===== src/rtl/cond_unit_it_if.sv =====
// Instruction/condition bus between the decode stage and the condition-execution
// unit. The master side drives the instruction fields and IT controls and reads
// back the gated write enables, the flag register and the IT status. The slave
// side is the condition unit.
//
// Signals (slave view):
//   in : valid_i, flush_i, Cond[3:0], ALUFlags[3:0] {N,Z,C,V}, FlagW[1:0],
//        PCS, RegW, MemW, NoWrite, it_start, it_cond[3:0],
//        it_len[CNT_W-1:0], it_mask[IT_MAX-1:0]
//   out: CondEx, PCSrc, RegWrite, MemWrite, Flags[3:0], it_active,
//        it_remaining[CNT_W-1:0], it_err
interface cond_unit_it_if #(
  parameter int IT_MAX = 4,
  parameter int CNT_W  = $clog2(IT_MAX + 1)
);
  logic              valid_i;
  logic              flush_i;
  logic [3:0]        Cond;
  logic [3:0]        ALUFlags;
  logic [1:0]        FlagW;
  logic              PCS;
  logic              RegW;
  logic              MemW;
  logic              NoWrite;
  logic              it_start;
  logic [3:0]        it_cond;
  logic [CNT_W-1:0]  it_len;
  logic [IT_MAX-1:0] it_mask;

  logic              CondEx;
  logic              PCSrc;
  logic              RegWrite;
  logic              MemWrite;
  logic [3:0]        Flags;
  logic              it_active;
  logic [CNT_W-1:0]  it_remaining;
  logic              it_err;

  modport master (
    output valid_i, flush_i, Cond, ALUFlags, FlagW, PCS, RegW, MemW, NoWrite,
           it_start, it_cond, it_len, it_mask,
    input  CondEx, PCSrc, RegWrite, MemWrite, Flags, it_active, it_remaining,
           it_err
  );

  modport slave (
    input  valid_i, flush_i, Cond, ALUFlags, FlagW, PCS, RegW, MemW, NoWrite,
           it_start, it_cond, it_len, it_mask,
    output CondEx, PCSrc, RegWrite, MemWrite, Flags, it_active, it_remaining,
           it_err
  );
endinterface


===== src/rtl/cond_unit_it.sv =====
// Condition-execution unit with IT-block sequencer.
// Holds the NZCV flag register (split N/Z and C/V write enables), evaluates the
// ARM condition field against the registered flags and gates PCSrc, RegWrite and
// MemWrite. An IT instruction predicates up to IT_MAX following instructions
// with then/else variants of its base condition, overriding their own Cond.
//
// Ports:
//   clk   : core clock, rising edge
//   reset : synchronous, active-low
//   bus   : cond_unit_it_if.slave (instruction fields in, gated enables,
//           Flags and IT status out)
module cond_unit_it #(
  parameter int IT_MAX = 4
) (
  input  logic           clk,
  input  logic           reset,
  cond_unit_it_if.slave  bus
);
  localparam int CNT_W = $clog2(IT_MAX + 1);
  localparam logic [CNT_W-1:0] IT_MAX_C = CNT_W'(IT_MAX);
  localparam logic [CNT_W-1:0] ONE_C    = CNT_W'(1);

  typedef enum logic {S_IDLE, S_ACTIVE} it_state_e;

  it_state_e         state_q, state_d;
  logic [3:0]        flags_q;
  logic [3:0]        cond_q;
  logic [IT_MAX-1:0] mask_q;
  logic [IT_MAX-1:0] mask_sh;
  logic [CNT_W-1:0]  rem_q;
  logic [CNT_W-1:0]  slot_q;
  logic              err_q;

  logic in_it;
  logic then_slot;
  logic len_ok;
  logic last_slot;
  logic cond_ex;
  logic pcsrc;
  logic it_active;

  function automatic logic cond_pass(input logic [3:0] c, input logic [3:0] f);
    logic n, z, cy, v, ge;
    {n, z, cy, v} = f;
    ge = (n == v);
    case (c)
      4'b0000: return z;
      4'b0001: return ~z;
      4'b0010: return cy;
      4'b0011: return ~cy;
      4'b0100: return n;
      4'b0101: return ~n;
      4'b0110: return v;
      4'b0111: return ~v;
      4'b1000: return cy & ~z;
      4'b1001: return ~cy | z;
      4'b1010: return ge;
      4'b1011: return ~ge;
      4'b1100: return ~z & ge;
      4'b1101: return z | ~ge;
      4'b1110: return 1'b1;
      default: return 1'b0;
    endcase
  endfunction

  assign in_it     = (state_q == S_ACTIVE);
  assign mask_sh   = mask_q >> slot_q;
  assign then_slot = mask_sh[0];
  assign len_ok    = (bus.it_len != '0) && (bus.it_len <= IT_MAX_C);
  assign last_slot = (rem_q == ONE_C);

  // Inside a block the stored base condition replaces Cond; else-slots flip
  // bit0, except that AL has no inverse and so never executes as an else-slot.
  always_comb begin
    cond_ex = 1'b0;
    if (in_it) begin
      if (then_slot)
        cond_ex = cond_pass(cond_q, flags_q);
      else if (cond_q == 4'b1110)
        cond_ex = 1'b0;
      else
        cond_ex = cond_pass({cond_q[3:1], ~cond_q[0]}, flags_q);
    end else if (bus.it_start) begin
      cond_ex = 1'b1;
    end else begin
      cond_ex = cond_pass(bus.Cond, flags_q);
    end
  end

  assign pcsrc = bus.valid_i & cond_ex & bus.PCS;

  // Sequencer state register
  always_ff @(posedge clk) begin
    if (!reset) state_q <= S_IDLE;
    else        state_q <= state_d;
  end

  // Sequencer next state
  always_comb begin
    state_d = state_q;
    if (bus.flush_i) begin
      state_d = S_IDLE;
    end else if (bus.valid_i) begin
      case (state_q)
        S_IDLE:   if (bus.it_start && len_ok) state_d = S_ACTIVE;
        S_ACTIVE: if (last_slot || pcsrc)     state_d = S_IDLE;
        default:  state_d = S_IDLE;
      endcase
    end
  end

  // Sequencer outputs
  always_comb begin
    it_active = 1'b0;
    if (state_q == S_ACTIVE) it_active = 1'b1;
  end

  // IT counters, latched block description and sticky error.
  // An it_start seen mid-block only consumes its slot and flags the error.
  always_ff @(posedge clk) begin
    if (!reset) begin
      rem_q  <= '0;
      slot_q <= '0;
      cond_q <= '0;
      mask_q <= '0;
      err_q  <= 1'b0;
    end else if (bus.flush_i) begin
      rem_q  <= '0;
      slot_q <= '0;
      cond_q <= '0;
      mask_q <= '0;
    end else if (bus.valid_i) begin
      if (in_it) begin
        if (last_slot || pcsrc) begin
          rem_q  <= '0;
          slot_q <= '0;
        end else begin
          rem_q  <= rem_q - ONE_C;
          slot_q <= slot_q + ONE_C;
        end
        if (bus.it_start) err_q <= 1'b1;
      end else if (bus.it_start) begin
        if (len_ok) begin
          rem_q  <= bus.it_len;
          slot_q <= '0;
          cond_q <= bus.it_cond;
          mask_q <= bus.it_mask;
        end else begin
          err_q <= 1'b1;
        end
      end
    end
  end

  // Flag register; flush does not cancel the current instruction's update.
  always_ff @(posedge clk) begin
    if (!reset) begin
      flags_q <= '0;
    end else if (bus.valid_i && cond_ex) begin
      if (bus.FlagW[1]) flags_q[3:2] <= bus.ALUFlags[3:2];
      if (bus.FlagW[0]) flags_q[1:0] <= bus.ALUFlags[1:0];
    end
  end

  assign bus.CondEx       = cond_ex;
  assign bus.PCSrc        = pcsrc;
  assign bus.RegWrite     = bus.valid_i & cond_ex & bus.RegW & ~bus.NoWrite;
  assign bus.MemWrite     = bus.valid_i & cond_ex & bus.MemW;
  assign bus.Flags        = flags_q;
  assign bus.it_active    = it_active;
  assign bus.it_remaining = rem_q;
  assign bus.it_err       = err_q;
endmodule


===== src/flat_wrapper.sv =====
// flat-port wrapper written by rule: the top's interface ports become plain ports
module cond_unit_it_flat 
#(
  parameter int IT_MAX = 4
)
  (clk, reset, bus_valid_i, bus_flush_i, bus_Cond, bus_ALUFlags, bus_FlagW, bus_PCS, bus_RegW, bus_MemW, bus_NoWrite, bus_it_start, bus_it_cond, bus_it_len, bus_it_mask, bus_CondEx, bus_PCSrc, bus_RegWrite, bus_MemWrite, bus_Flags, bus_it_active, bus_it_remaining, bus_it_err);
  cond_unit_it_if #(.IT_MAX(IT_MAX)) bus_i ();
  input  logic clk;
  input  logic reset;
  input wire logic [$bits(bus_i.valid_i)-1:0] bus_valid_i;
  input wire logic [$bits(bus_i.flush_i)-1:0] bus_flush_i;
  input wire logic [$bits(bus_i.Cond)-1:0] bus_Cond;
  input wire logic [$bits(bus_i.ALUFlags)-1:0] bus_ALUFlags;
  input wire logic [$bits(bus_i.FlagW)-1:0] bus_FlagW;
  input wire logic [$bits(bus_i.PCS)-1:0] bus_PCS;
  input wire logic [$bits(bus_i.RegW)-1:0] bus_RegW;
  input wire logic [$bits(bus_i.MemW)-1:0] bus_MemW;
  input wire logic [$bits(bus_i.NoWrite)-1:0] bus_NoWrite;
  input wire logic [$bits(bus_i.it_start)-1:0] bus_it_start;
  input wire logic [$bits(bus_i.it_cond)-1:0] bus_it_cond;
  input wire logic [$bits(bus_i.it_len)-1:0] bus_it_len;
  input wire logic [$bits(bus_i.it_mask)-1:0] bus_it_mask;
  output wire logic [$bits(bus_i.CondEx)-1:0] bus_CondEx;
  output wire logic [$bits(bus_i.PCSrc)-1:0] bus_PCSrc;
  output wire logic [$bits(bus_i.RegWrite)-1:0] bus_RegWrite;
  output wire logic [$bits(bus_i.MemWrite)-1:0] bus_MemWrite;
  output wire logic [$bits(bus_i.Flags)-1:0] bus_Flags;
  output wire logic [$bits(bus_i.it_active)-1:0] bus_it_active;
  output wire logic [$bits(bus_i.it_remaining)-1:0] bus_it_remaining;
  output wire logic [$bits(bus_i.it_err)-1:0] bus_it_err;
  assign bus_i.valid_i = bus_valid_i;
  assign bus_i.flush_i = bus_flush_i;
  assign bus_i.Cond = bus_Cond;
  assign bus_i.ALUFlags = bus_ALUFlags;
  assign bus_i.FlagW = bus_FlagW;
  assign bus_i.PCS = bus_PCS;
  assign bus_i.RegW = bus_RegW;
  assign bus_i.MemW = bus_MemW;
  assign bus_i.NoWrite = bus_NoWrite;
  assign bus_i.it_start = bus_it_start;
  assign bus_i.it_cond = bus_it_cond;
  assign bus_i.it_len = bus_it_len;
  assign bus_i.it_mask = bus_it_mask;
  assign bus_CondEx = bus_i.CondEx;
  assign bus_PCSrc = bus_i.PCSrc;
  assign bus_RegWrite = bus_i.RegWrite;
  assign bus_MemWrite = bus_i.MemWrite;
  assign bus_Flags = bus_i.Flags;
  assign bus_it_active = bus_i.it_active;
  assign bus_it_remaining = bus_i.it_remaining;
  assign bus_it_err = bus_i.it_err;
  cond_unit_it #(.IT_MAX(IT_MAX)) u_core (.clk(clk), .reset(reset), .bus(bus_i));
endmodule

===== config.mk =====
export PLATFORM = sky130hd
export DESIGN_NAME = cond_unit_it_flat
export DESIGN_NICKNAME = d
export VERILOG_FILES = /design/src/rtl/cond_unit_it_if.sv /design/src/rtl/cond_unit_it.sv /design/src/flat_wrapper.sv
export SDC_FILE = /design/constraint.sdc
export NUM_CORES = 1
export LEC_CHECK = 0
export BUFFER_PORTS_ARGS = -buffer_cell sky130_fd_sc_hd__buf_2
export CAP_MARGIN = 30
export CORE_MARGIN = 1.5
export CORE_UTILIZATION = 42
export DETAILED_ROUTE_END_ITERATION = 8
export GPL_ROUTABILITY_DRIVEN = 0
export PLACE_DENSITY = 0.68
export SKIP_LAST_GASP = 1
export SYNTH_ARGS = -nofsm -noshare
export SYNTH_HDL_FRONTEND = slang
export SYNTH_SLANG_ARGS = --single-unit

===== constraint.sdc =====
create_clock -name clk -period 4 [get_ports clk]
set_clock_uncertainty 0.15 [all_clocks]
set_input_delay 0.6 -clock clk [delete_from_list [all_inputs] [get_ports clk]]
set_output_delay 0.6 -clock clk [all_outputs]
set_load 0.01 [all_outputs]

==> impl_table.tex, run 1 <==
\begin{tabular}{lr}
\hline
Metric & Value \\
\hline
\multicolumn{2}{l}{\textbf{Setup path}} \\
\quad Critical-path maximum fanout & 14 \\
\quad Element type at the critical path end & output port \\
\quad Reg-to-reg setup timing slack & 1.38 ns \\
\quad Ordered cell list for the critical path & or3b\_1, o211ai\_1, o311ai\_2, and4\_4, or4b\_4, nor3b\_2, buf\_2 \\
\quad Cell with the largest stage delay on the worst path & sky130\_fd\_sc\_hd\_\_dfxtp\_1 \\
\quad Crit path launch type & flop \\
\quad Top Family by Delay on Critical Path & simple AND/OR/NAND/NOR gates \\
\quad Setup Crit Path Kind & flop to output port \\
\quad Req. time, crit path & 3.25 ns \\
\quad Biggest cell delay along the critical path & 0.57 ns \\
\quad Worst endpoint data arrival time & $\sim$2.7 ns \\
\quad CP bufs+invs & 1 \\
\multicolumn{2}{l}{\textbf{Final layout}} \\
\quad Layout overhead on the synthesized area & 17.7\% \\
\quad Number of nets in the finished design & 238 \\
\quad Diode insertion count for antenna repair & 0 \\
\quad Fraction of layout cells with a size suffix above 1 & 27.6\% \\
\quad Filler cell count & 306 \\
\multicolumn{2}{l}{\textbf{Floorplanning}} \\
\quad Starting density of the core & $\sim$45\% \\
\quad Die W & 60.2 um \\
\quad Die height & 60.2 um \\
\quad Count of boundary I/O pins & 43 \\
\quad Number of placement rows & 20 \\
\quad Die area & between 0.003 and 0.004 mm\^{}2 \\
\quad Core box area & 0.00308 mm\^{}2 \\
\multicolumn{2}{l}{\textbf{Synthesis}} \\
\quad Average footprint of a synthesized cell & 8.24 um\^{}2 \\
\quad Post-synthesis sequential element count & 20 \\
\quad Netlist area before placement & 0.00138 mm\^{}2 \\
\quad Number of enable flip-flop cells after synthesis & 0 \\
\quad Proportion of synthesized area in mux cells & 9.00\% \\
\quad Share of synthesized flip-flops with an asynchronous set or reset & 0\% \\
\quad Share of synthesized cell area in and, or, nand and nor gates & 29.3\% \\
\quad Warnings, synthesis & 0 \\
\quad Share of synthesized cell area in full adder, half adder and majority cells & 2.73\% \\
\quad Syn Nets & 200 \\
\quad Cell variety after synth & 52 \\
\quad Post-Synth XOR/XNOR Area & 1.91\% \\
\quad Portion of the post-synthesis area used by sequential elements & 29.1\% \\
\quad Combinational family with the most area after synthesis & simple AND/OR/NAND/NOR gates \\
\quad Gate Count Post-Synth & 167 \\
\quad Fraction of the mapped netlist area in compound gates & 21.8\% \\
\quad Dominant register cell in the synthesized netlist & sky130\_fd\_sc\_hd\_\_dfxtp\_1 \\
\multicolumn{2}{l}{\textbf{Pwr}} \\
\quad Pwr per Cell Area & 241 mW/mm\^{}2 \\
\quad Maximum ir drop on the vdd rail & about 0.00013 V \\
\quad Internal power & about 280 uW \\
\quad Power Total & around 390 uW \\
\quad Sequential cell fraction of total power & 54.2\% \\
\quad Switching component of the power & approximately 110 uW \\
\quad Combinational Power Share & 21.6\% \\
\quad Portion of total power attributed to the clock network & 24.1\% \\
\quad Switching fraction of total power & about 29\% \\
\quad Leakage power figure & 0.647 nW \\
\multicolumn{2}{l}{\textbf{Route}} \\
\quad DRC viols & 0 \\
\quad Drt first-iter violations & 37 \\
\quad DRT Wirelength & 3110 um \\
\quad Post-route antenna net violation count & 0 \\
\quad Vias per Instance & 5.40 \\
\quad Pre-Repair DR Iteration Count & 4 \\
\quad Via count & 1,334 \\
\quad Routed WL per cell & around 13 um \\
\multicolumn{2}{l}{\textbf{STA}} \\
\quad Transition time of the tightest slew-check pin & 0.857 ns \\
\quad Unrepaired setup endpoints after global routing & no \\
\quad Relative slew slack & a little over two fifths \\
\quad Worst setup margin & 0.536 ns \\
\quad Time the worst path needs with I/O delays and setup & $\sim$3.5 ns \\
\quad Final count of hold timing violations & 0 \\
\quad Peak clock frequency supported by timing & just under 300 MHz \\
\quad Pins Over Slew Limit & 0 \\
\quad Sum of negative setup slack & 0 ns \\
\quad Setup Viol. Count Final & 0 \\
\quad Final period util & 86.6\% \\
\multicolumn{2}{l}{\textbf{Global route}} \\
\quad Overall global routing resource usage & 18.2\% \\
\quad Global-route wire length before repair & 5120 um \\
\quad Vias in the first global route & between 1k and 1.5k \\
\quad Number of antenna violations at the first check in global routing & 0 \\
\quad Overall overflow remaining after global route & 0 \\
\quad Maximum number of pins on one net before global-route repair & 16 \\
\multicolumn{2}{l}{\textbf{Clock network}} \\
\quad Count of instances resized after the clock tree is built & 0 \\
\quad Clock sink count & 20 \\
\quad Max Root-Sink Buffers & 2 \\
\quad CTS HTree Levels & 1 \\
\quad Total CTS buffers & 3 \\
\quad Clock slew at the register clock pins of the worst setup and hold paths & roughly 0.12 ns \\
\quad Number of buffers inserted for hold repair after clock tree synthesis & 0 \\
\quad TritonCTS clock tree & yes \\
\quad Clock latency at the later pin of the worst-skew pair & between 0.2 and 0.3 ns \\
\quad Setup repair bufs after CTS & 0 \\
\quad Root Buffer Master & sky130\_fd\_sc\_hd\_\_clkbuf\_4 \\
\multicolumn{2}{l}{\textbf{Status}} \\
\quad Status & finished, final reports clean \\
\multicolumn{2}{l}{\textbf{Placed design}} \\
\quad Minimum setup slack after placement & roughly 0.87 ns \\
\quad Count of input and output buffers & 42 \\
\quad Detailed placer's ending HPWL & 2450 um \\
\multicolumn{2}{l}{\textbf{Flow run}} \\
\quad \# Max-Cap Violations & 0 \\
\multicolumn{2}{l}{\textbf{Min path}} \\
\quad Hold Path Class & flop to flop \\
\hline
\end{tabular}
## tightest hold or removal path: stages, from the launching register on
cell                      delay (ns)
sky130_fd_sc_hd__dfxtp_1        0.34
sky130_fd_sc_hd__a21oi_1        0.04
sky130_fd_sc_hd__nor2_1         0.08
## cell usage after synthesis (5+ instances only)
master / n / area, um^2
sky130_fd_sc_hd__o21ai_0: 5 / 25.0
sky130_fd_sc_hd__nor2_1: 15 / 56.3
sky130_fd_sc_hd__buf_2: 5 / 25.0
sky130_fd_sc_hd__nand2b_1: 7 / 43.8
sky130_fd_sc_hd__nand2_1: 12 / 45.0
sky130_fd_sc_hd__mux2i_1: 11 / 110
sky130_fd_sc_hd__inv_1: 11 / 41.3
sky130_fd_sc_hd__dfxtp_1: 20 / 400
sky130_fd_sc_hd__nand3_1: 5 / 25.0
sky130_fd_sc_hd__a21oi_1: 12 / 60.1
## worst paths after layout
check,from,endpoint,cells past startpoint
worst max-delay path,u_core.cond_q[3],bus_RegWrite,7
worst min register to register,u_core.bus.it_err,u_core.bus.it_err,2
worst min-delay path,u_core.bus.it_err,u_core.bus.it_err,2
worst max register to register,u_core.cond_q[3],u_core.slot_q[0],7
## logic make-up after synthesis
group                    Yosys count
adder cells (fa/ha/maj)            3
AND/OR/NAND/NOR                   67
flip-flops                        20
AO/OA/AOI/OAI                     42
multiplexers                      12
XOR/XNOR                           3
buffers and inverters             20
## routing by layer
metal  GRT usage (%)  routed length [um]  vias to the layer above
li1                -                   -                      681
met1            20.9                1350                      627
met2            34.3                1620                       22
met3            2.16                  97                        4
met4            6.03                  34                        0
met5               0                   0                        -
## sequential cells by signal, summed over array words and instances, names as in the netlist
| signal | flops |
|---|---|
| u_core.bus.Flags | 4 |
| u_core.cond_q | 4 |
| u_core.bus.it_err | 1 |
| u_core.bus.it_remaining | 3 |
| u_core.mask_q | 4 |
| u_core.slot_q | 3 |
| u_core.in_it | 1 |
## placed cells by master (no fill, tap or decap), types with 2 or more instances in the layout
cell type	netlist	final
sky130_fd_sc_hd__a21oi_1	12	12
sky130_fd_sc_hd__nand3_1	5	5
sky130_fd_sc_hd__nand2b_1	7	7
sky130_fd_sc_hd__o21ai_1	4	4
sky130_fd_sc_hd__or3_1	3	3
sky130_fd_sc_hd__o211a_1	2	2
sky130_fd_sc_hd__o311a_1	2	2
sky130_fd_sc_hd__mux2i_1	11	11
sky130_fd_sc_hd__inv_1	11	11
sky130_fd_sc_hd__nor3_1	4	4
sky130_fd_sc_hd__clkbuf_4	0	3
sky130_fd_sc_hd__o211ai_1	2	2
sky130_fd_sc_hd__dfxtp_1	20	20
sky130_fd_sc_hd__nand4b_1	2	2
sky130_fd_sc_hd__xnor2_1	2	2
sky130_fd_sc_hd__o21ai_0	5	5
sky130_fd_sc_hd__ha_1	3	3
sky130_fd_sc_hd__nor2_1	15	15
sky130_fd_sc_hd__nand3b_1	4	4
sky130_fd_sc_hd__buf_2	5	42
sky130_fd_sc_hd__nand2_1	12	12
sky130_fd_sc_hd__a31oi_1	4	4
## power groups by stage
stage,registers [mW],logic [mW],clock network (mW)
after floorplan,0.214,0.0558,0
after global placement,0.216,0.0832,0
after detailed placement,0.217,0.0853,0
after CTS,0.212,0.0855,0.0981
after global routing,0.213,0.0938,0.106
final,0.212,0.0847,0.0943
## final cells by class
type | instances | area, um^2 | share of cell area, %
Tap cell | 44 | 55.1 | 3.40
Sequential cell | 20 | 400 | 24.7
Timing Repair Buffer | 42 | 210 | 13.0
Multi-Input combinational cell | 127 | 891 | 55.0
Clock buffer | 3 | 22.5 | 1.39
Inverter | 11 | 41.3 | 2.55
## metrics by stage
stage,util (%),instances,hold slack (ns),area (um^2)
2_1_floorplan,-,167,0.306,1380
3_3_place_gp,51.9,244,0.299,1600
3_5_place_dp,51.9,244,0.317,1600
4_1_cts,52.6,247,0.345,1620
5_1_grt,52.6,247,0.379,1620
6_report,52.6,247,0.342,1620
Power figures use the tool's default switching activity.
==> run 2: changes to the inputs <==
--- a/config.mk
+++ b/config.mk
@@ -11,7 +11,7 @@
 export CORE_UTILIZATION = 42
 export DETAILED_ROUTE_END_ITERATION = 8
 export GPL_ROUTABILITY_DRIVEN = 0
-export PLACE_DENSITY = 0.68
+export PLACE_DENSITY = 0.7
 export SKIP_LAST_GASP = 1
 export SYNTH_ARGS = -nofsm -noshare
 export SYNTH_HDL_FRONTEND = slang
==> constraint.sdc (replaced) <==
create_clock -name clk -period 2.9 [get_ports clk]
set_clock_uncertainty 0.15 [all_clocks]
set_input_delay 0.435 -clock clk [delete_from_list [all_inputs] [get_ports clk]]
set_output_delay 0.435 -clock clk [all_outputs]
set_load 0.01 [all_outputs]
==> run 2 against run 1 <==
  * The run now ends with setup timing left
  * Design area up 18%
  * Critical endpoint unchanged
  * Cell count is 9.3% higher
  * Register-to-register slack worse by 1.3 ns
  * Critical path type unchanged
  * Power grew 70%
  * Non-clock buffer count up 22
==> impl_table.tex, run 2 (same netlist as run 1, synthesis figures left out) <==
\begin{tabular}{lr}
\hline
Metric & Value \\
\hline
\multicolumn{2}{l}{\textbf{Setup path}} \\
\quad CP bufs+invs & 3 \\
\quad Ordered cell list for the critical path & buf\_4, and3\_4, o21ai\_0, o311a\_1, buf\_4, a31oi\_4, or4b\_4, nor3b\_2, buf\_2 \\
\quad Most numerous cell on the critical path & sky130\_fd\_sc\_hd\_\_buf\_4 \\
\quad Top Family by Delay on Critical Path & simple AND/OR/NAND/NOR gates \\
\quad Cell with the largest stage delay on the worst path & sky130\_fd\_sc\_hd\_\_or4b\_4 \\
\quad Worst endpoint data arrival time & 2.56 ns \\
\quad Biggest cell delay along the critical path & slightly above 0.5 ns \\
\quad Critical-path maximum fanout & 6 \\
\quad Crit path launch type & flop \\
\quad Element type at the critical path end & output port \\
\quad Setup Crit Path Kind & flop to output port \\
\quad Req. time, crit path & $\sim$2.3 ns \\
\multicolumn{2}{l}{\textbf{Pwr}} \\
\quad Pwr per Cell Area & 347 mW/mm\^{}2 \\
\quad Power Total & 666 uW \\
\quad Switching component of the power & 173 uW \\
\quad Portion of total power attributed to the clock network & 34.3\% \\
\quad Maximum ir drop on the vdd rail & $\sim$0.00024 V \\
\quad Leakage power figure & $\sim$0.79 nW \\
\quad Sequential cell fraction of total power & 43.1\% \\
\quad Switching fraction of total power & 25.9\% \\
\quad Internal power & 494 uW \\
\quad Combinational Power Share & around 23\% \\
\multicolumn{2}{l}{\textbf{Route}} \\
\quad Vias per Instance & approximately 5.3 \\
\quad Routed WL per cell & 13.8 um \\
\quad Drt first-iter violations & 95 \\
\quad DRT Wirelength & 3730 um \\
\quad Pre-Repair DR Iteration Count & 4 \\
\quad Via count & between 1k and 1.5k \\
\quad Post-route antenna net violation count & 0 \\
\quad DRC viols & 0 \\
\multicolumn{2}{l}{\textbf{Clock network}} \\
\quad Clock sink count & 20 \\
\quad Total CTS buffers & 3 \\
\quad Clock latency at the later pin of the worst-skew pair & 0.30 ns \\
\quad CTS HTree Levels & 1 \\
\quad Max Root-Sink Buffers & 2 \\
\quad Number of buffers inserted for hold repair after clock tree synthesis & 0 \\
\quad Clock slew at the register clock pins of the worst setup and hold paths & 0.12 ns \\
\quad TritonCTS clock tree & yes \\
\quad Root Buffer Master & sky130\_fd\_sc\_hd\_\_clkbuf\_4 \\
\multicolumn{2}{l}{\textbf{STA}} \\
\quad Transition time of the tightest slew-check pin & 0.604 ns \\
\quad Peak clock frequency supported by timing & 318 MHz \\
\quad Final period util & 108\% \\
\quad Worst setup margin & -0.243 ns \\
\quad Setup Viol. Count Final & 3 \\
\quad Relative slew slack & 59.7\% \\
\quad Unrepaired setup endpoints after global routing & yes \\
\quad Final count of hold timing violations & 0 \\
\quad Pins Over Slew Limit & 0 \\
\quad Time the worst path needs with I/O delays and setup & 3.14 ns \\
\multicolumn{2}{l}{\textbf{Floorplanning}} \\
\quad Count of boundary I/O pins & 43 \\
\quad Number of placement rows & 20 \\
\quad Die height & 60.2 um \\
\quad Core box area & a little over 0.003 mm\^{}2 \\
\quad Starting density of the core & 44.7\% \\
\quad Die W & 60.2 um \\
\quad Die area & 0.00363 mm\^{}2 \\
\multicolumn{2}{l}{\textbf{Min path}} \\
\quad Hold Path Class & primary input to flop \\
\multicolumn{2}{l}{\textbf{Placed design}} \\
\quad Dpl cell area & 0.00169 mm\^{}2 \\
\quad Count of input and output buffers & 42 \\
\quad Detailed placer's ending HPWL & approximately 2500 um \\
\multicolumn{2}{l}{\textbf{Flow run}} \\
\quad \# Max-Cap Violations & 0 \\
\multicolumn{2}{l}{\textbf{Final layout}} \\
\quad Filler cell count & a little under 300 \\
\quad Footprint of the multi-input gates & about 980 um\^{}2 \\
\quad Leading cell type in the layout, fill and taps excluded & sky130\_fd\_sc\_hd\_\_buf\_2 \\
\quad Layout overhead on the synthesized area & 39.5\% \\
\quad Post-route design area & 0.00192 mm\^{}2 \\
\quad Number of nets in the finished design & 260 \\
\quad Diode insertion count for antenna repair & 0 \\
\quad Fraction of layout cells with a size suffix above 1 & approximately two fifths \\
\quad Top library cells by usage in the layout, fill and taps aside & sky130\_fd\_sc\_hd\_\_buf\_2, sky130\_fd\_sc\_hd\_\_buf\_4, sky130\_fd\_sc\_hd\_\_nor2\_1, sky130\_fd\_sc\_hd\_\_dfxtp\_1 \\
\quad Sequential Area & 414 um\^{}2 \\
\multicolumn{2}{l}{\textbf{Global route}} \\
\quad Number of antenna violations at the first check in global routing & 0 \\
\quad Vias in the first global route & 1,383 \\
\quad Global-route wire length before repair & a little under 6000 um \\
\quad Maximum number of pins on one net before global-route repair & 16 \\
\quad Overall global routing resource usage & 21.2\% \\
\quad Overall overflow remaining after global route & 0 \\
\multicolumn{2}{l}{\textbf{Status}} \\
\quad Failing checks & setup timing \\
\quad Status & finished with violations \\
\hline
\end{tabular}
run 2: changes by cell type in the layout (fill, tap and decap cells not counted), sizes merged:
cell / delta
buf: +22
bufinv: +1
run 2: metal layers:
layer | vias to the layer above | track usage (%) | share of wire, %
met4 | 0 | 8.25 | 2.2
met1 | 679 | 25.7 | 41
met5 | - | 0 | 0
li1 | 725 | - | -
met3 | 8 | 2.16 | 3.0
met2 | 32 | 38.0 | 53
run 2: final cells by class:
class | instances | area share (%)
Inverter | 11 | 2.15
Clock buffer | 3 | 1.17
Clock inverter | 1 | 1.56
Multi-Input combinational cell | 127 | 50.9
Tap cell | 44 | 2.87
Sequential cell | 20 | 21.6
Timing Repair Buffer | 64 | 19.8
run 2: per-stage QoR:
stage                     setup slack, ns  std cells  util, %  TNS, ns  hold slack, ns
final                              -0.243        270     62.4   -0.473           0.205
after floorplan                     0.149        167        -        0           0.306
after detailed placement           0.0779        256     54.8        0           0.311
after global placement              0.102        256     54.8        0           0.306
after CTS                          -0.187        268     59.8   -0.427           0.198
after global routing               -0.304        270     62.4   -0.786           0.191
run 2: power by group through the flow:
stage / Clock [mW] / Combinational (mW) / Sequential (mW)
after global placement: 0 / 0.129 / 0.294
final: 0.229 / 0.150 / 0.287
after global routing: 0.248 / 0.165 / 0.288
after floorplan: 0 / 0.0769 / 0.295
after CTS: 0.236 / 0.140 / 0.287
after detailed placement: 0 / 0.130 / 0.295
run 2: final timing paths:
path,startpoint,end,slack (ns),cells past startpoint
worst max-delay path,u_core.cond_q[1],bus_RegWrite,-0.24,9
worst min-delay path,bus_it_cond[0],u_core.cond_q[0],0.20,3
worst max register to register,u_core.cond_q[1],u_core.bus.it_remaining[0],0.13,11
worst min register to register,u_core.bus.it_err,u_core.bus.it_err,0.33,2
run 2: worst register-to-register path, stage by stage, from the launching register on:
cell and delay, ns:
sky130_fd_sc_hd__dfxtp_4 0.37, sky130_fd_sc_hd__buf_4 0.15, sky130_fd_sc_hd__and3_4 0.18, sky130_fd_sc_hd__o21ai_0 0.28, sky130_fd_sc_hd__o311a_1 0.26, sky130_fd_sc_hd__and4_4 0.23
sky130_fd_sc_hd__buf_4 0.11, sky130_fd_sc_hd__buf_6 0.11, sky130_fd_sc_hd__nor4_4 0.05, sky130_fd_sc_hd__buf_4 0.17, sky130_fd_sc_hd__or3_1 0.34, sky130_fd_sc_hd__a221oi_1 0.26
run 2: repair_timing:
item	in CTS	in global routing
setup endpoints to repair	3	5
pin swaps	8	8
setup buffers	8	2
gates resized for setup	10	12
hold endpoints to repair	0	0
==> run 3: changes to the inputs <==
--- a/config.mk
+++ b/config.mk
@@ -8,11 +8,12 @@
 export BUFFER_PORTS_ARGS = -buffer_cell sky130_fd_sc_hd__buf_2
 export CAP_MARGIN = 30
 export CORE_MARGIN = 1.5
-export CORE_UTILIZATION = 42
+export CORE_UTILIZATION = 46
 export DETAILED_ROUTE_END_ITERATION = 8
 export GPL_ROUTABILITY_DRIVEN = 0
-export PLACE_DENSITY = 0.7
+export PLACE_DENSITY = 0.76
 export SKIP_LAST_GASP = 1
+export SLEW_MARGIN = 0
 export SYNTH_ARGS = -nofsm -noshare
 export SYNTH_HDL_FRONTEND = slang
 export SYNTH_SLANG_ARGS = --single-unit
==> run 3 against run 2 <==
  * Sequential share of layout area up 0.38 points
  * Critical path depth is 1 lower
  * Highest routed layer unchanged
  * Clock power is essentially flat
  * Worst setup slack gained 0.0087 ns
  * Non-clock buffer count decreased by 3
  * Utilization increased by 5.5 points
  * Largest cell class unchanged
  * Cell count fell by 5.9%
  * Critical endpoint unchanged
  * The run ends with DRC, setup timing left
  * Die area is 8.3% lower
  * Worst hold slack better by 0.0072 ns
  * Critical path type unchanged
  * Largest power group unchanged
  * Via count up 0.35%
==> impl_table.tex, run 3 (same netlist as run 1, synthesis figures left out) <==
\begin{tabular}{lr}
\hline
Metric & Value \\
\hline
\multicolumn{2}{l}{\textbf{Status}} \\
\quad Status & finished with violations \\
\quad Failing checks & DRC, setup timing \\
\multicolumn{2}{l}{\textbf{Setup path}} \\
\quad Crit path launch type & flop \\
\quad CP bufs+invs & 2 \\
\quad Critical-path maximum fanout & 4 \\
\quad Cell with the largest stage delay on the worst path & sky130\_fd\_sc\_hd\_\_or4b\_4 \\
\quad Ordered cell list for the critical path & buf\_4, xnor2\_1, a211o\_1, a22oi\_2, mux2i\_4, or4b\_4, nor3b\_2, buf\_2 \\
\quad End of the worst register-to-register path & u\_core.slot\_q[0] \\
\quad Top Family by Delay on Critical Path & simple AND/OR/NAND/NOR gates \\
\quad Req. time, crit path & roughly 2.3 ns \\
\quad Number of cells on the worst reg-to-reg path & 9 \\
\quad Biggest cell delay along the critical path & around 0.55 ns \\
\quad Reg-to-reg setup timing slack & 0.10 ns \\
\quad Element type at the critical path end & output port \\
\quad Setup Crit Path Kind & flop to output port \\
\quad Worst endpoint data arrival time & 2.55 ns \\
\quad Launch instance of the worst register-to-register path & u\_core.bus.Flags[3] \\
\multicolumn{2}{l}{\textbf{Clock network}} \\
\quad Clock slew at the register clock pins of the worst setup and hold paths & roughly 0.12 ns \\
\quad Number of buffers inserted for hold repair after clock tree synthesis & 0 \\
\quad TritonCTS clock tree & yes \\
\quad Root Buffer Master & sky130\_fd\_sc\_hd\_\_clkbuf\_4 \\
\quad Clock sink count & 20 \\
\quad Total CTS buffers & 3 \\
\quad Clock latency at the later pin of the worst-skew pair & 0.30 ns \\
\quad Max Root-Sink Buffers & 2 \\
\quad CTS HTree Levels & 1 \\
\multicolumn{2}{l}{\textbf{STA}} \\
\quad Relative slew slack & roughly three fifths \\
\quad Final count of hold timing violations & 0 \\
\quad Pins Over Slew Limit & 0 \\
\quad Time the worst path needs with I/O delays and setup & roughly 3.1 ns \\
\quad Setup Viol. Count Final & 3 \\
\quad Hold\_ws & approximately 0.21 ns \\
\quad Transition time of the tightest slew-check pin & 0.609 ns \\
\quad Peak clock frequency supported by timing & between 300 and 400 MHz \\
\quad Unrepaired setup endpoints after global routing & yes \\
\quad Worst setup margin & -0.234 ns \\
\quad Final period util & 108\% \\
\multicolumn{2}{l}{\textbf{Route}} \\
\quad Pre-Repair DR Iteration Count & 6 \\
\quad DRC viols & 2 \\
\quad Drt first-iter violations & between 70 and 80 \\
\quad Routed WL per cell & 15.4 um \\
\quad Vias per Instance & $\sim$5.7 \\
\quad DRT Wirelength & between 3000 and 4000 um \\
\quad Via count & approximately 1.4k \\
\quad Post-route antenna net violation count & 0 \\
\multicolumn{2}{l}{\textbf{Pwr}} \\
\quad Maximum ir drop on the vdd rail & approximately 0.00021 V \\
\quad Pwr per Cell Area & 353 mW/mm\^{}2 \\
\quad Leakage power figure & roughly 0.8 nW \\
\multicolumn{2}{l}{\textbf{Final layout}} \\
\quad Filler cell count & 225 \\
\quad Footprint of the multi-input gates & 971 um\^{}2 \\
\quad Leading cell type in the layout, fill and taps excluded & sky130\_fd\_sc\_hd\_\_buf\_2 \\
\quad Number of nets in the finished design & 257 \\
\quad Top library cells by usage in the layout, fill and taps aside & sky130\_fd\_sc\_hd\_\_buf\_2, sky130\_fd\_sc\_hd\_\_buf\_4, sky130\_fd\_sc\_hd\_\_nor2\_1, sky130\_fd\_sc\_hd\_\_dfxtp\_1 \\
\quad Diode insertion count for antenna repair & 0 \\
\quad Core occupancy in the finished layout & 67.8\% \\
\quad Layout overhead on the synthesized area & 38.3\% \\
\quad Fraction of layout cells with a size suffix above 1 & 38.6\% \\
\quad Sequential Area & 418 um\^{}2 \\
\multicolumn{2}{l}{\textbf{Min path}} \\
\quad End of the worst hold path & u\_core.mask\_q[0] \\
\quad Min-Delay Path Depth & 3 \\
\quad Startpoint of the most critical hold path & bus\_it\_mask[0] \\
\quad Hold Path Class & primary input to flop \\
\multicolumn{2}{l}{\textbf{Global route}} \\
\quad Global-route wire length before repair & 6090 um \\
\quad Number of antenna violations at the first check in global routing & 0 \\
\quad Overall global routing resource usage & 23.4\% \\
\quad Maximum number of pins on one net before global-route repair & 16 \\
\quad Vias in the first global route & 1,412 \\
\quad Overall overflow remaining after global route & 0 \\
\multicolumn{2}{l}{\textbf{Floorplanning}} \\
\quad Number of placement rows & 19 \\
\quad Starting density of the core & 49.1\% \\
\quad Die area & between 0.003 and 0.004 mm\^{}2 \\
\quad Count of boundary I/O pins & 43 \\
\quad Die height & a little under 60 um \\
\quad Die W & 57.7 um \\
\quad Core box area & 0.00281 mm\^{}2 \\
\multicolumn{2}{l}{\textbf{Flow run}} \\
\quad \# Max-Cap Violations & 0 \\
\multicolumn{2}{l}{\textbf{Placed design}} \\
\quad Count of input and output buffers & 42 \\
\quad Detailed placer's ending HPWL & 2680 um \\
\hline
\end{tabular}
==> run 3: cell types whose count changed in the layout (fill, tap and decap cells not counted), moves of 2 or more <==
| cell | delta |
|---|---|
| sky130_fd_sc_hd__dfxtp_2 | -3 |
| sky130_fd_sc_hd__dfxtp_4 | +2 |
| sky130_fd_sc_hd__buf_12 | +2 |
| sky130_fd_sc_hd__buf_4 | -5 |
==> run 3: power by group <==
group	leakage (nW)	internal (mW)	switching, mW
combinational	0.597	0.0734	0.0785
sequential	0.166	0.280	0.00845
clock	0.0279	0.140	0.0911
total	0.791	0.493	0.178
==> run 3: timing repair <==
item | in CTS | in global routing
resized for setup | 10 | 11
endpoints found under the setup margin | 3 | 5
pin swaps | 7 | 7
setup buffers | 7 | 1
==> run 3: how the worst max path moves through the flow <==
stage,cells after the start,from,endpoint,slack [ns]
after floorplan,6,u_core.bus.Flags[3],bus_RegWrite,0.15
final,8,u_core.bus.Flags[3],bus_RegWrite,-0.23
after global placement,7,u_core.bus.Flags[3],bus_RegWrite,0.13
after detailed placement,7,u_core.bus.Flags[3],bus_RegWrite,0.02
after global routing,8,u_core.bus.Flags[3],bus_RegWrite,-0.34
after CTS,8,u_core.bus.Flags[3],bus_RegWrite,-0.23
==> run 3: cell type report <==
cell class              count  share of cell area, %
multi-input cells         127                   51.0
flip-flops and latches     20                   22.0
repair buffers             61                   20.1
inverters                  11                   2.17
well taps                  31                   2.04
clock inverters             1                   1.58
clock buffers               3                   1.18
==> run 3: per-stage QoR <==
step                total power, mW  setup TNS [ns]  setup slack, ns  std cells  area (um^2)
global route                  0.707          -0.677           -0.339        254         1900
floorplan                     0.372               0            0.149        167         1380
CTS                           0.663          -0.383           -0.226        253         1830
detailed placement            0.425               0           0.0229        242         1660
global placement              0.419               0            0.127        242         1660
finish                        0.671          -0.336           -0.234        254         1900
==> run 3: worst reg2reg max path, delay by kind of cell (launching register included) <==
kind,cells,cell delay [ns]
AO/OA/AOI/OAI,3,0.74
buffers and inverters,2,0.31
multiplexers,1,0.39
AND/OR/NAND/NOR,2,0.62
flip-flops,1,0.39
XOR/XNOR,1,0.13
==> run 3: per-layer routing <==
layer	part of all wire, %	track usage, %	wire, um
met5	0	0	0
met4	1.8	8.31	69
met3	3.4	4.02	131
met2	54	43.0	2110
met1	41	26.9	1590
